## config.mk

```make
export PLATFORM = sky130hd
export DESIGN_NAME = multicycle_sequencer_flat
export DESIGN_NICKNAME = d
export VERILOG_FILES = /design/src/rtl/multicycle_sequencer_if.sv /design/src/rtl/multicycle_sequencer.sv /design/src/flat_wrapper.sv
export SDC_FILE = /design/constraint.sdc
export NUM_CORES = 1
export LEC_CHECK = 0
export BUFFER_PORTS_ARGS = -buffer_cell sky130_fd_sc_hd__buf_4
export CAP_MARGIN = 20
export CORE_MARGIN = 3
export CORE_UTILIZATION = 34
export DETAILED_ROUTE_END_ITERATION = 12
export PLACE_DENSITY = 0.54
export SLEW_MARGIN = 20
export SYNTH_ARGS = -nofsm -noshare
export SYNTH_HDL_FRONTEND = slang
export SYNTH_SLANG_ARGS = --single-unit
```

## constraint.sdc

```tcl
create_clock -name clk -period 1.58 [get_ports clk]
set_input_delay 0.395 -clock clk [delete_from_list [all_inputs] [get_ports clk]]
set_output_delay 0.395 -clock clk [all_outputs]
set_load 0.005 [all_outputs]
```

## src/rtl/multicycle_sequencer_if.sv

```systemverilog
// Instruction/data memory handshake bundle between the sequencer (master)
// and the memory side (slave).
interface multicycle_sequencer_if;
    logic imem_req;
    logic imem_ack;
    logic dmem_req;
    logic dmem_ack;
    logic mem_write_en;

    modport master (
        output imem_req,
        output dmem_req,
        output mem_write_en,
        input  imem_ack,
        input  dmem_ack
    );

    modport slave (
        input  imem_req,
        input  dmem_req,
        input  mem_write_en,
        output imem_ack,
        output dmem_ack
    );
endinterface

```

## src/rtl/multicycle_sequencer.sv

```systemverilog
// Multi-cycle control FSM: FETCH/DECODE/EXECUTE/MEM/WB sequencing with memory
// acknowledge timeouts and a wrapping retired-instruction counter.
module multicycle_sequencer #(
    parameter int MEM_TIMEOUT = 15,
    parameter int CNT_W       = 16
) (
    input  logic                          clk,
    input  logic                          rst_n,
    input  logic                          start,
    input  logic                          stop_req,
    input  logic [2:0]                    opcode,
    multicycle_sequencer_if.master        mem,
    output logic                          ir_load,
    output logic                          pc_en,
    output logic                          alu_en,
    output logic                          reg_write_en,
    output logic                          result_src,
    output logic                          busy,
    output logic                          halted,
    output logic                          err,
    output logic [CNT_W-1:0]              retire_cnt
);

    localparam int WAIT_W = (MEM_TIMEOUT < 1) ? 1 : $clog2(MEM_TIMEOUT + 1);
    localparam logic [WAIT_W-1:0] WAIT_LIMIT = WAIT_W'(MEM_TIMEOUT);

    localparam logic [2:0] OP_LOAD  = 3'b000;
    localparam logic [2:0] OP_STORE = 3'b100;
    localparam logic [2:0] OP_HALT  = 3'b111;

    typedef enum logic [2:0] {
        S_IDLE,
        S_FETCH,
        S_DECODE,
        S_EXECUTE,
        S_MEM,
        S_WB,
        S_HALTED,
        S_ERROR
    } state_e;

    state_e             state_q, state_d;
    logic [WAIT_W-1:0]  wait_cnt_q, wait_cnt_d;
    logic [2:0]         op_q, op_d;
    logic [CNT_W-1:0]   retire_cnt_q, retire_cnt_d;
    logic               retire;
    logic               waiting;
    logic               timed_out;

    always_ff @(posedge clk or negedge rst_n) begin
        if (!rst_n) begin
            state_q      <= S_IDLE;
            wait_cnt_q   <= '0;
            op_q         <= '0;
            retire_cnt_q <= '0;
        end else begin
            state_q      <= state_d;
            wait_cnt_q   <= wait_cnt_d;
            op_q         <= op_d;
            retire_cnt_q <= retire_cnt_d;
        end
    end

    // The wait counter is only nonzero while stalled in FETCH/MEM, so every
    // entry into those states starts from zero without an explicit clear.
    always_comb begin
        waiting   = ((state_q == S_FETCH) && !mem.imem_ack) ||
                    ((state_q == S_MEM)   && !mem.dmem_ack);
        timed_out = waiting && (wait_cnt_q == WAIT_LIMIT);
        if (waiting && !timed_out) begin
            wait_cnt_d = wait_cnt_q + WAIT_W'(1);
        end else begin
            wait_cnt_d = '0;
        end
    end

    always_comb begin
        state_d = state_q;
        op_d    = op_q;
        retire  = 1'b0;
        case (state_q)
            S_IDLE: begin
                if (start) state_d = S_FETCH;
            end
            S_FETCH: begin
                if (mem.imem_ack)   state_d = S_DECODE;
                else if (timed_out) state_d = S_ERROR;
            end
            S_DECODE: begin
                op_d    = opcode;
                state_d = (opcode == OP_HALT) ? S_HALTED : S_EXECUTE;
            end
            S_EXECUTE: begin
                if ((op_q == OP_LOAD) || (op_q == OP_STORE)) state_d = S_MEM;
                else                                         state_d = S_WB;
            end
            S_MEM: begin
                if (mem.dmem_ack) begin
                    if (op_q == OP_STORE) begin
                        retire  = 1'b1;
                        state_d = S_FETCH;
                    end else begin
                        state_d = S_WB;
                    end
                end else if (timed_out) begin
                    state_d = S_ERROR;
                end
            end
            S_WB: begin
                retire  = 1'b1;
                state_d = S_FETCH;
            end
            S_HALTED: begin
                if (start) state_d = S_FETCH;
            end
            S_ERROR: begin
                if (start) state_d = S_FETCH;
            end
            default: state_d = S_IDLE;
        endcase
        if (retire && stop_req) state_d = S_IDLE;
    end

    always_comb begin
        retire_cnt_d = retire_cnt_q;
        if (retire) retire_cnt_d = retire_cnt_q + CNT_W'(1);
    end

    // result_src idles at ALU, but is gated by reset so every output is low
    // while rst_n is asserted.
    assign mem.imem_req     = (state_q == S_FETCH);
    assign ir_load          = (state_q == S_FETCH) && mem.imem_ack;
    assign pc_en            = (state_q == S_FETCH) && mem.imem_ack;
    assign alu_en           = (state_q == S_EXECUTE);
    assign mem.dmem_req     = (state_q == S_MEM);
    assign mem.mem_write_en = (state_q == S_MEM) && (op_q == OP_STORE);
    assign reg_write_en     = (state_q == S_WB);
    assign result_src       = rst_n && !((state_q == S_WB) && (op_q == OP_LOAD));
    assign busy             = (state_q == S_FETCH) || (state_q == S_DECODE) ||
                              (state_q == S_EXECUTE) || (state_q == S_MEM) ||
                              (state_q == S_WB);
    assign halted           = (state_q == S_HALTED);
    assign err              = (state_q == S_ERROR);
    assign retire_cnt       = retire_cnt_q;

endmodule
```

## src/flat_wrapper.sv

```systemverilog
// flat-port wrapper written by rule: the top's interface ports become plain ports
module multicycle_sequencer_flat 
#(
    parameter int MEM_TIMEOUT = 15,
    parameter int CNT_W       = 16
)
  (clk, rst_n, start, stop_req, opcode, ir_load, pc_en, alu_en, reg_write_en, result_src, busy, halted, err, retire_cnt, mem_imem_req, mem_dmem_req, mem_mem_write_en, mem_imem_ack, mem_dmem_ack);
  multicycle_sequencer_if mem_i ();
  input  logic clk;
  input  logic rst_n;
  input  logic start;
  input  logic stop_req;
  input  logic [2:0] opcode;
  output logic ir_load;
  output logic pc_en;
  output logic alu_en;
  output logic reg_write_en;
  output logic result_src;
  output logic busy;
  output logic halted;
  output logic err;
  output logic [CNT_W-1:0] retire_cnt;
  output wire logic [$bits(mem_i.imem_req)-1:0] mem_imem_req;
  output wire logic [$bits(mem_i.dmem_req)-1:0] mem_dmem_req;
  output wire logic [$bits(mem_i.mem_write_en)-1:0] mem_mem_write_en;
  input wire logic [$bits(mem_i.imem_ack)-1:0] mem_imem_ack;
  input wire logic [$bits(mem_i.dmem_ack)-1:0] mem_dmem_ack;
  assign mem_imem_req = mem_i.imem_req;
  assign mem_dmem_req = mem_i.dmem_req;
  assign mem_mem_write_en = mem_i.mem_write_en;
  assign mem_i.imem_ack = mem_imem_ack;
  assign mem_i.dmem_ack = mem_dmem_ack;
  multicycle_sequencer #(.MEM_TIMEOUT(MEM_TIMEOUT), .CNT_W(CNT_W)) u_core (.clk(clk), .rst_n(rst_n), .start(start), .stop_req(stop_req), .opcode(opcode), .mem(mem_i), .ir_load(ir_load), .pc_en(pc_en), .alu_en(alu_en), .reg_write_en(reg_write_en), .result_src(result_src), .busy(busy), .halted(halted), .err(err), .retire_cnt(retire_cnt));
endmodule
```

### After elaboration in Yosys (flattened, before gate mapping)

Cells that the tools add are included.

* output and inout port bits: 27
* bits in registers: 26
* word-level logic and storage cells: 52
* input bits: 9

* add/sub/neg operators: 2
* eq/ne operators: 11
* reductions and logical operators: 22
* mux-type cells: 13

Operators with widths (count)
* $mux 3: 7
* $eq 3x3->1 const B: 6
* $pmux 3 s6: 1
* $add 16x1->16 const B: 1
* $logic_and 1x1->1: 9
* $eq 3x2->1 const B: 2
* $logic_not 3->1: 2
* $logic_or 1x1->1: 6
* $add 4x1->4 const B: 1
* $eq 4x4->1 const B: 1
* $logic_not 1->1: 4
* $mux 4: 1
* $eq 3x1->1 const B: 1
* $mux 1: 3
* $ne 3x1->1 const B: 1
* $reduce_or 3->1: 1
* $pmux 1 s2: 1

### Longest topological paths before layout

* depth after elaboration: 8
* mapped depth: 5
* mapped depth without buffers: 5

### Worst setup path after synthesis

No wires, ideal clock.

* path type: reg2out
* from: reg u_core.state_q[2]
* to: out mem_mem_write_en
* path buffers: 1
* setup slack: 0.107 ns
* data required time: 1.185 ns
* stages on the path, launching flop included: 5
* arrival: 1.078 ns
* cells stage by stage: dfrtp_1 > clkbuf_1 > nand2_1 > nor2_1 > and3_1

* cells in the longest elaborated chain, start to end: 2

RTL lines
* start: declaration: RTL line multicycle_sequencer.sv:42 `state_e state_q, state_d;`
* start signal: assignment: RTL line multicycle_sequencer.sv:57 `state_q <= state_d;`
* $eq 3x3->1
* net mem_dmem_req: RTL line flat_wrapper.sv:24 `output wire logic [$bits(mem_i.dmem_req)-1:0] mem_dmem_req;`
* $logic_and 1x1->1: RTL line multicycle_sequencer.sv:136 `assign mem.mem_write_en = (state_q == S_MEM) && (op_q == OP_STORE);`
* end: declaration: RTL line flat_wrapper.sv:25 `output wire logic [$bits(mem_i.mem_write_en)-1:0] mem_mem_write_en;`

The timed path passes the listed nets, and every way through them passes these cells.

### Final worst setup path

* from: reg u_core.state_q[1]
* to: out mem_mem_write_en

* cells in the longest elaborated chain, start to end: 2

RTL lines (RTL line)
* $eq 3x3->1: multicycle_sequencer.sv:136
* $logic_and 1x1->1: multicycle_sequencer.sv:136

Every way passes these cells.

==> metrics.md <==
| Metric | Value |
|---|---|
| Vias in the first global route | 1243 |
| Switching pwr | 1010 uW |
| CTS buffer count | 3 |
| Maxcap violations | 0 |
| Largest net degree at the start of global routing | 27 |
| Yosys top cell area share | 0.467 |
| Seq cells post-synth | 26 |
| Sequential power share | 0.345 |
| Clock power frac | 0.147 |
| Final WS setup | -0.127 ns |
| Syn Area/Cell | 10.2 um2 |
| Min-delay worst type | input pin to async pin |
| H-tree Lvls | 1 |
| Crit path arrival time | 1.31 ns |
| Routed WL | 3.46 mm |
| Clock tree from TritonCTS | built |
| Post-route cell area | 2010 um2 |
| Netlist Area Pre-Place | roughly 1400 um2 |
| Final Max Tran Viols | 0 |
| Clk slew on worst S/H paths | 0.09 ns |
| RSZ-0062 raised after global routing | yes |
| Worst Setup Start Kind | register |
| Relative slew margins | 0.728 |
| First-pass GRT wire length | 5.82 mm |
| Failing checks | negative setup slack |
| Achievable Freq | roughly 590 MHz |
| Least-Margin Pin Slew | 0.406 ns |
| Placer Congestion | ~0.79 |
| Router iterations before antenna repair | 6 |
| WL per Instance | 14.6 um |
| # DRC | 0 |
| Crit path max fanout | 3 |
| Clk buf depth | 2 |
| Total number of vias | 1197 |
| Sink Count | 26 |
| # setup viols final | 6 |
| Core ar. | about 3800 um2 |
| Count leader, synth | dfrtp_1 |
| P&R area growth vs syn | 44.6% |
| Clock Latency Late Sink | 0.26 ns |
| Cell row count | 22 |
| CP required | 1.18 ns |
| Vias/cell | between 5 and 6 |
| Critical setup path kind | register to output port |
| Crit. End Element | output port |
| Ant diodes | 0 |
| Setup TNS | -0.405 ns |
| Total grt overflow | 0 |
| Register area share after synthesis | 0.467 |
| Number of enable flip-flop cells after synthesis | 0 |
| # hold bufs at CTS | 0 |
| Detailed Route Iter0 Violations | between 40 and 50 |
| Crit path time final | 1.71 ns |
| Root buffer cell | clkbuf_8 |
| Largest cells by area after synthesis | dfrtp_1, xor2_1, xnor2_1, nor2_1, nor3_1 |
| Hold Vio Cnt, Final | 0 |
| Proportion of layout cells with a drive suffix above 1 | 0.466 |
| Synth cell types | 37 |
| Initial core utilization | 0.367 |
| R2R Setup Slk | ~0.070 ns |
| Async SR Flop Fraction | 1.00 |
| VDD IR-drop max | roughly 0.86 mV |
| Leakage Power | 0.000929 uW |
| Power Density | 1430 nW/um2 |
| Die area | 4900 um2 |
| GRT Overall Usage | 0.143 |
| Run status | finished with violations |
| Width of the die | 70 um |
| HPWL after detailed placement | 2.45 mm |
| Tcrit/Tclk final | 1.08 |
| Synthesis Warnings | 0 |
| Initial antenna violation count | 0 |
| Internal | 1870 uW |
| Setup Skew | between 0.002 and 0.003 ns |
| Synth Net Count | 148 |
| DRT antenna net count | 0 |
| Synth cell count leaders | dfrtp_1, nor2_1, nor3_1, xor2_1, xnor2_1 |
| Primary FF master, synth | dfrtp_1 |
| Switching share of power | 0.351 |
| Post-Synthesis Cells | around 140 |
| Ports | 36 |
| Area leader, netlist | dfrtp_1 |
| Combinational power share | 0.508 |
| Overall die height | roughly 70 um |
| PortBufs | 35 |
| Post-DP Area | 1770 um2 |
| Final net count | 201 |
-- worst paths after layout --
| check | startpoint | to | depth (start not counted) |
|---|---|---|---|
| worst max register to register | u_core.state_q[0] | u_core.state_q[0] | 5 |
| min in group clk | start | u_core.state_q[2] | 2 |
| worst min-delay path | rst_n | u_core.op_q[2] | 2 |
| worst max-delay path | u_core.state_q[1] | mem_mem_write_en | 5 |
| max in group asynchronous | rst_n | u_core.state_q[0] | 2 |
| worst min register to register | u_core.wait_cnt_q[0] | u_core.wait_cnt_q[0] | 1 |
-- layout by cell type (no fill, tap or decap), drive strengths merged, types with 2 or more instances in the layout --
| cell type | Yosys | final |
|---|---|---|
| o211ai | 2 | 2 |
| nor3b | 3 | 3 |
| nand3 | 7 | 7 |
| nand4 | 3 | 3 |
| inv | 4 | 4 |
| nand2 | 7 | 7 |
| xnor2 | 8 | 8 |
| nor3 | 11 | 11 |
| a21oi | 3 | 3 |
| nor4 | 2 | 2 |
| dfrtp | 26 | 26 |
| nand2b | 3 | 3 |
| nor2 | 14 | 14 |
| mux2 | 4 | 4 |
| and2 | 2 | 2 |
| o21ai | 5 | 5 |
| and3 | 5 | 5 |
| ha | 2 | 2 |
| buf | 3 | 53 |
| xor2 | 9 | 9 |
| clkbuf | 2 | 4 |
-- layout make-up --
type                       count  area [um2]
fill                         346        1790
multi-input combinational    102         795
sequential                    26         653
timing repair buffer          53         435
tap                           48        60.1
clock buffer                   4        55.1
inverter                       4        15.0
-- power by group through the flow --
| stage | Clock, uW | Sequential, uW | Combinational (uW) |
|---|---|---|---|
| floorplan | 0 | 941 | 608 |
| detailed placement | 0 | 988 | 1070 |
| CTS | 445 | 970 | 1250 |
| finish | 424 | 995 | 1460 |
| global placement | 0 | 985 | 1050 |
| global route | 470 | 1020 | 1610 |
-- worst max-delay path: stages, from the launching register on --
cell and delay, ns:
dfrtp_1 0.42, inv_1 0.10, nand2_1 0.12, nor2_2 0.14, and3_1 0.17, buf_4 0.10
-- logic make-up after synthesis --
family	count (synthesis)	synth area share
buffers and inverters	9	0.0288
xor gates and xnor gates	17	0.107
and+or+nand+nor	62	0.257
adders and majority gates	2	0.0180
muxes	4	0.0323
AOI/OAI and AO/OA	17	0.0899
DFF	26	0.467
-- per-stage QoR --
stage / hold WS (ns) / utilization / instances / power [uW] / setup slack, ns
final: 0.113 / 0.530 / 237 / 2880 / -0.127
after global placement: 0.411 / 0.467 / 226 / 2040 / 0.0191
after floorplan: 0.0994 / - / 137 / 1550 / 0.107
after global routing: 0.129 / 0.530 / 237 / 3100 / -0.193
after CTS: 0.116 / 0.500 / 236 / 2670 / -0.0969
after detailed placement: 0.417 / 0.467 / 226 / 2060 / 0.0889
-- per-layer routing --
metal  part of all wire  routed length (um)  global-route usage  vias up
met5                  0                   0                   0        -
met4             0.0035                  12              0.0277        0
met3              0.031                 106              0.0388        2
met2               0.50                1740               0.230       18
met1               0.46                1610               0.194      586
li1                   -                   -                   -      591
-- sequential cells by signal (all words and copies together), names as in the netlist --
register           flops
u_core.op_q            3
u_core.retire_cnt     16
u_core.wait_cnt_q      4
u_core.state_q         3
-- timing repair --
item                                    4_1_cts  5_1_grt
endpoints found under the setup margin        9       21
buffers inserted                              6        1
gates resized for setup                       8       27
pin swaps                                     2        4
Note: power is estimated with default switching activity, not from simulation.
